File: config.mk
export PLATFORM = sky130hd
export DESIGN_NAME = tick_gen_64hz
export DESIGN_NICKNAME = d
export VERILOG_FILES = /design/src/rtl/tick_gen_64hz.sv
export SDC_FILE = /design/constraint.sdc
export NUM_CORES = 1
export LEC_CHECK = 0
export CORE_ASPECT_RATIO = 0.8
export CORE_MARGIN = 2
export CORE_UTILIZATION = 31
export CTS_BUF_LIST = sky130_fd_sc_hd__clkbuf_2
export DETAILED_ROUTE_END_ITERATION = 6
export GPL_TIMING_DRIVEN = 0
export HOLD_SLACK_MARGIN = 0.12
export SKIP_CTS_REPAIR_TIMING = 1
export SLEW_MARGIN = 40
export SYNTH_ARGS = -nofsm -noshare
export SYNTH_HDL_FRONTEND = slang
export SYNTH_SLANG_ARGS = --single-unit
File: constraint.sdc
create_clock -name Clk -period 5.26 [get_ports Clk]
set_input_delay 0.789 -clock Clk [delete_from_list [all_inputs] [get_ports Clk]]
set_output_delay 0.789 -clock Clk [all_outputs]
set_load 0.02 [all_outputs]
File: src/rtl/tick_gen_64hz.sv
// rtl/tick_gen_64hz.sv - free-running slow-clock / tick generator with start/stop and resync
//
// Optional feature macro: TICK_GEN_SEC_EN (builds the phase counter and seconds strobe;
// when undefined, phase and sec_pulse are tied to 0).
//
// Parameters:
//   CLK_HZ    frequency of Clk in Hz
//   TICK_HZ   slow_clk frequency in Hz (DIV = CLK_HZ/TICK_HZ must be >= 2)
//
// Ports:
//   Clk        in   system clock, rising edge
//   Reset_n    in   asynchronous active-low reset
//   run        in   level: 1 = generate periods, 0 = stop at end of current period
//   sync       in   one-cycle synchronous restart strobe (returns to IDLE)
//   slow_clk   out  registered square wave, HI cycles high then LO cycles low
//   tick       out  registered strobe on the first cycle of each high phase
//   busy       out  high whenever the state machine is not IDLE
//   phase      out  ticks emitted modulo 64
//   sec_pulse  out  strobe coincident with the tick that wraps phase 63 -> 0

module tick_gen_64hz #(
    parameter int CLK_HZ  = 50_000_000,
    parameter int TICK_HZ = 64
) (
    input  logic       Clk,
    input  logic       Reset_n,
    input  logic       run,
    input  logic       sync,
    output logic       slow_clk,
    output logic       tick,
    output logic       busy,
    output logic [5:0] phase,
    output logic       sec_pulse
);

    localparam int DIV = CLK_HZ / TICK_HZ;
    localparam int HI  = DIV / 2;
    localparam int LO  = DIV - HI;
    // LO >= HI always, so a counter sized for LO-1 also holds HI-1.
    localparam int CW  = (LO > 1) ? $clog2(LO) : 1;

    localparam logic [CW-1:0] HI_LOAD = CW'(HI - 1);
    localparam logic [CW-1:0] LO_LOAD = CW'(LO - 1);
    localparam logic [CW-1:0] CNT_ONE = CW'(1);

    generate
        if (DIV < 2) begin : g_div_check
            $error("tick_gen_64hz: CLK_HZ/TICK_HZ must be at least 2");
        end
    endgenerate

    typedef enum logic [1:0] {
        ST_IDLE = 2'd0,
        ST_HIGH = 2'd1,
        ST_LOW  = 2'd2
    } state_t;

    state_t        state;
    state_t        state_nxt;
    logic [CW-1:0] cnt;
    logic [CW-1:0] cnt_nxt;
    logic          slow_nxt;
    logic          tick_nxt;
    logic          start;
    // Held low for the first edge after reset release so that a period never
    // starts on the very edge that follows Reset_n deassertion.
    logic          armed;

    always_ff @(posedge Clk or negedge Reset_n) begin
        if (!Reset_n) begin
            state    <= ST_IDLE;
            cnt      <= '0;
            slow_clk <= 1'b0;
            tick     <= 1'b0;
            armed    <= 1'b0;
        end else begin
            state    <= state_nxt;
            cnt      <= cnt_nxt;
            slow_clk <= slow_nxt;
            tick     <= tick_nxt;
            armed    <= 1'b1;
        end
    end

    always_comb begin
        state_nxt = state;
        cnt_nxt   = cnt;
        slow_nxt  = slow_clk;
        tick_nxt  = 1'b0;
        start     = 1'b0;

        case (state)
            ST_IDLE: begin
                slow_nxt = 1'b0;
                cnt_nxt  = '0;
                if (run && armed) begin
                    start = 1'b1;
                end
            end
            ST_HIGH: begin
                // run is deliberately ignored here: a started period always completes.
                if (cnt == '0) begin
                    state_nxt = ST_LOW;
                    slow_nxt  = 1'b0;
                    cnt_nxt   = LO_LOAD;
                end else begin
                    cnt_nxt = cnt - CNT_ONE;
                end
            end
            ST_LOW: begin
                if (cnt == '0) begin
                    if (run) begin
                        start = 1'b1;
                    end else begin
                        state_nxt = ST_IDLE;
                        cnt_nxt   = '0;
                    end
                end else begin
                    cnt_nxt = cnt - CNT_ONE;
                end
            end
            default: begin
                state_nxt = ST_IDLE;
                slow_nxt  = 1'b0;
                cnt_nxt   = '0;
            end
        endcase

        if (start) begin
            state_nxt = ST_HIGH;
            slow_nxt  = 1'b1;
            tick_nxt  = 1'b1;
            cnt_nxt   = HI_LOAD;
        end

        // Restart wins over run and over the end-of-period transition.
        if (sync) begin
            state_nxt = ST_IDLE;
            slow_nxt  = 1'b0;
            tick_nxt  = 1'b0;
            cnt_nxt   = '0;
        end
    end

    assign busy = (state != ST_IDLE);

`ifdef TICK_GEN_SEC_EN
    always_ff @(posedge Clk or negedge Reset_n) begin
        if (!Reset_n) begin
            phase     <= '0;
            sec_pulse <= 1'b0;
        end else begin
            sec_pulse <= 1'b0;
            if (sync) begin
                phase <= '0;
            end else if (tick_nxt) begin
                phase     <= phase + 6'd1;
                sec_pulse <= (phase == 6'd63);
            end
        end
    end
`else
    assign phase     = '0;
    assign sec_pulse = 1'b0;
`endif

endmodule

Yosys cells after proc, flatten, opt, wreduce, memory -nomap -nowiden
Index checks and enable logic that the tools add are counted.
- bits of input ports: 4
- flip-flop bits (word level): 24
- mux-type cells: 22
- add/subtract/negate cells: 1
- equal/unequal tests: 8
- reduce and logical (&&, ||, !) cells: 6
- operators with widths (cell ; count):
    19-bit 2-to-1 mux ; 5
    19-bit one-hot mux with 2 select lines ; 1
    19-bit zero test ; 1
    19-bit by 1-bit subtractor with 19-bit output (second input constant) ; 1
    4-bit inequality test (second input constant) ; 3
    2-bit 2-to-1 mux ; 5
    1-bit 2-to-1 mux ; 8
    3-bit inequality test (second input constant) ; 2
    2-bit one-hot mux with 3 select lines ; 1
    5-bit inequality test (second input constant) ; 1
    1-bit one-hot mux with 2 select lines ; 2
    4-bit AND reduction ; 1
    2-bit by 1-bit equality test with 1-bit output (second input constant) ; 1
    2-bit equality test (second input constant) ; 1
    2-bit zero test ; 1
    2-bit AND reduction ; 1
    2-bit nonzero test ; 1
    1-bit logical AND ; 1

Depth between registers and ports, before layout
- word-level depth: 5
- gate-level depth with buffers: 8
- mapped depth without buffers: 8

Worst setup path before layout
Ideal clock, no wire load.
- kind: register to register
- start: reg cnt[0]
- end: reg cnt[18]
- path slack: 3.269 ns
- required time: 5.142 ns
- data arrival time: 1.873 ns
- clock period less this slack: 1.991 ns
- library setup time: 0.118 ns
- cell stages (with the launch flop): 8
- cell sequence: dfrtp_1 inv_1 ha_1 nor3b_2 nand3_2 or4_1 a21o_1 a21o_1
- longest elaborated chain between the ends: 5
- elaborated cells on any way between the ends: 10
- classes of those cells: add/sub: 1; eq/ne: 1; mux: 7; reduce/logical: 1
- RTL lines (what ; line ; RTL):
    start: declaration ; 60 ; logic [CW-1:0] cnt;
    start signal: assignment ; 78 ; cnt <= cnt_nxt;
    19-bit by 1-bit subtractor with 19-bit output / 19-bit zero test (equally long branches) ; -- ;
    19-bit 2-to-1 mux (tied with other cells) ; 111 ; if (cnt == '0) begin
    19-bit one-hot mux with 2 select lines / 1-bit one-hot mux with 2 select lines (equally long branches) ; 92 ; case (state)
    19-bit 2-to-1 mux ; 129 ; if (start) begin
    19-bit 2-to-1 mux ; 137 ; if (sync) begin
Several ways; a longest one is shown, not always the timed one.
A chain may end at the register's enable or synchronous reset.

Worst setup path in the final report
- start: reg state[0]
- end: out busy
- longest elaborated chain between the ends: 1
- RTL lines (what ; line ; RTL):
    start: declaration ; 58 ; state_t state;
    start signal: assignment ; 77 ; state <= state_nxt;
    2-bit nonzero test ; 145 ; assign busy = (state != ST_IDLE);
    end: declaration ; 31 ; output logic busy,
No other way between the ends.

==> results.txt <==
The flow ran to the end, and the final reports show no timing, DRC or antenna violations. Total power for the finished layout comes to 0.000517 W. The number of buffers created by CTS was 3. The run gives 0.420 as the power share of the sequential group.

The tools report the worst flop-to-flop path startpoint as cnt[0]. Mean routed wirelength per cell: 12.5 um. For the number of global-route vias before repair, the log shows 1023. The detailed router's first-iteration violation count came out at 40. The number of rows created at floorplan was 22. STA classifies the critical path startpoint as a register.

Data on the critical path is required at its endpoint by 4470 ps. The classification of the worst setup path is reg -> out. For the leakage power summed over all cells, the log shows 0.811 nW. TritonCTS built the clock tree. The cell depth of the worst flop-to-flop path is 7, and the count of final setup violators is 0.

The proportion of netlist area held by the largest area contributor works out to 0.407. The synthesized flop and latch total is 24, and the slew at the pin with the worst max-slew slack is 549 ps. The floorplan step defined a die boundary enclosing 5330 um^2. The dominant register cell in the synthesized netlist was sky130_fd_sc_hd__dfrtp_1. For the number of nets in the final layout, the log shows 173. The dominant cell type by count on the critical path is sky130_fd_sc_hd__inv_1. The arrival time of the worst setup path is 1840 ps.

Setup repair after global routing left no endpoint under its margin. The floorplan step set the die height to 65.7 um. The worst clock skew came out at 21.9 ps. Summed over all nets, the half-perimeter wirelength after detailed placement is 2050 um.

Critical path's slowest cell: sky130_fd_sc_hd__clkdlybuf4s50_1. Entering global routing, the biggest net connects 25 pins. Total routed wirelength: 2770 um. In this run the power spent charging and discharging nets is 0.000207 W. The signal on the critical path passes through inv_1, ha_1, inv_1, clkdlybuf4s50_1. The top-level I/O count is 14, and the ratio of routed vias to standard cells is 4.75. The logs give 0.146 for the part of the total power dissipated in the clock network and 222 for the final instance count without filler cells.

The initial standard-cell utilization of the core is 0.323, and the final critical path time including I/O delays and setup is 2630 ps. The global-route usage over all layers was 0.123. The worst register-to-register path has a setup slack of 2990 ps. Once placement finished, the instance area stood at 1620 um^2.

The number of hold violations in the final report is 0, and the switching part of the total power is 0.401. In the synthesized netlist, the cells that appear most often are sky130_fd_sc_hd__dfrtp_1, sky130_fd_sc_hd__nor2_1, sky130_fd_sc_hd__buf_4, sky130_fd_sc_hd__nand2_1, sky130_fd_sc_hd__xnor2_1. The logic gate share of total power was 0.433. Synthesis handed over a netlist of 147 instances.

Endpoint of the lowest-slack register-to-register path: cnt[18]. Max-cap violations in this run came to 0. In this run the clock root is driven by a sky130_fd_sc_hd__clkbuf_2. The maximum resistive drop on vdd is 0.192 mV. The per-instance average area after synthesis is 10.0 um^2, and the number of iterations in the first detailed-routing pass is 4. After clock tree synthesis, the clock-pin slew on the worst setup and hold paths is 250 ps. The cell-internal power was 0.000310 W; the total of buffers placed on input and output ports was 5. The number of diodes added for antenna fixing is 0, and the share of the clock period used by the worst path is 0.500. The run gives 0 as the number of synthesis warnings. After synthesis the cells add up to 1470 um^2. Power spread over the standard cell area amounts to 316 nW/um^2.

For this run the aggregate overflow at the end of global routing stands at 0. The number of different library cells used by synthesis comes to 45. The run gives 0 as the initial antenna violation count. For the number of pins exceeding their max-slew limit in the final report, the log shows 0. After floorplanning, the core was sized to cover 4570 um^2. The final route contains 1054 vias. The number of enable-type register cells in the synthesized netlist works out to 0.

Share of async-settable or async-resettable flops after synthesis: 1.00. The longest clock path from root to sink contains 2 buffers. The tools report the clock latency at the later pin of the worst-skew pair as 360 ps. The count of nets left with antenna violations once routing finished came out at 0. The number of remaining DRC errors is 0, and the synthesis-to-layout area growth is 11.0%. The highest clock frequency the design can meet was 381 MHz. The floorplan step set the die width to 81.1 um.

Broken down by cell family, the worst path's largest delay share belongs to buffers and inverters. The worst slew slack as a fraction of its limit is 0.634, and the post-route setup TNS is 0 ps. Fraction of layout instances using a drive strength above 1: 0.160. Counting both buffers and inverters, the worst setup path holds a total of 3.

The most critical setup path has its startpoint at state[0]. After detailed placement, the design holds a cell count of 218. The class of the worst hold path was in -> async.

The clock drives 24 sinks. The most frequent cell after synthesis is sky130_fd_sc_hd__dfrtp_1. The share of the yosys chip area belonging to registers is 0.407. With fillers left out, the area of the finished cells amounts to 1640 um^2. The element type at the critical path end is an output pin.

The highest cell delay on the worst timing path is 610 ps, and the worst-path maximum fanout is 4. The logs give 5040 um for the wire length of the first global-routing pass and 0.775 for the routability-driven placement congestion ratio. Library cell occupying the most area in the post-synthesis netlist: sky130_fd_sc_hd__dfrtp_1.

By area the synthesized netlist is led by sky130_fd_sc_hd__dfrtp_1, sky130_fd_sc_hd__ha_1, sky130_fd_sc_hd__xnor2_1, sky130_fd_sc_hd__nor2_1, sky130_fd_sc_hd__buf_4. The H-tree level count is 1.
metrics by stage:
stage           util  hold slack [ps]  setup WS (ps)
2_1_floorplan      -              450           3270
3_3_place_gp   0.355              475           2950
3_5_place_dp   0.354              485           2960
4_1_cts        0.358              383           2620
5_1_grt        0.358              375           2500
6_report       0.358              361           2630
state kept, by name, indices dropped and copies added, names as in the netlist:
register,flops
armed,1
tick,1
cnt,19
state,2
slow_clk,1
metal layers:
metal | part of all wire | GRT usage | up-vias | routed length, um
li1 | - | - | 537 | -
met3 | 0.039 | 0.0343 | 4 | 109
met5 | 0 | 0 | - | 0
met4 | 0.0040 | 0.0191 | 0 | 11
met2 | 0.40 | 0.174 | 17 | 1120
met1 | 0.55 | 0.189 | 496 | 1530
layout make-up:
| class | instances | area [um^2] |
|---|---|---|
| Timing Repair Buffer | 5 | 45.0 |
| Sequential cell | 24 | 601 |
| Fill cell | 495 | 2930 |
| Clock inverter | 1 | 3.75 |
| Tap cell | 60 | 75.1 |
| Inverter | 7 | 27.5 |
| Multi-Input combinational cell | 114 | 812 |
| Clock buffer | 3 | 15.0 |
| Buffer | 8 | 56.3 |
how the worst max path moves through the flow:
stage	to	slack, ps	cells past startpoint
2_1_floorplan	cnt[18]	3270	7
3_3_place_gp	cnt[8]	2950	6
3_5_place_dp	cnt[8]	2960	6
4_1_cts	busy	2620	4
5_1_grt	busy	2500	4
6_report	busy	2630	4
placed cells by master, fill, tap and decap left out, drive strengths merged, types with 2 or more instances in the layout:
master / count
a21o: 7
a21oi: 6
a31o: 2
a31oi: 6
and2: 2
buf: 8
clkbuf: 4
clkdlybuf4s50: 4
clkinv: 2
conb: 8
dfrtp: 24
ha: 6
inv: 6
nand2: 8
nand2b: 2
nand3: 4
nor2: 16
nor3: 5
nor4: 4
o21a: 2
o21ai: 2
o31ai: 2
or3: 5
xnor2: 7
xor2: 6
power by group through the flow:
stage	Combinational (W)	Sequential [W]	Clock, W
2_1_floorplan	0.000178	0.000219	0
3_3_place_gp	0.000224	0.000220	0
3_5_place_dp	0.000223	0.000221	0
4_1_cts	0.000225	0.000217	0.0000790
5_1_grt	0.000252	0.000220	0.0000877
6_report	0.000224	0.000217	0.0000755
logic make-up (layout without fill, tap and decap cells):
group,after synthesis,in the layout,synth area share
AOI/OAI and AO/OA,32,32,0.171
muxes,1,1,0.00679
buffers and inverters,15,24,0.0569
and+or+nand+nor,54,54,0.224
DFF,24,24,0.407
adders and majority gates,6,6,0.0509
xor gates and xnor gates,13,13,0.0773
other,2,8,0.00510
No activity file was read; power rests on OpenSTA's default activity.
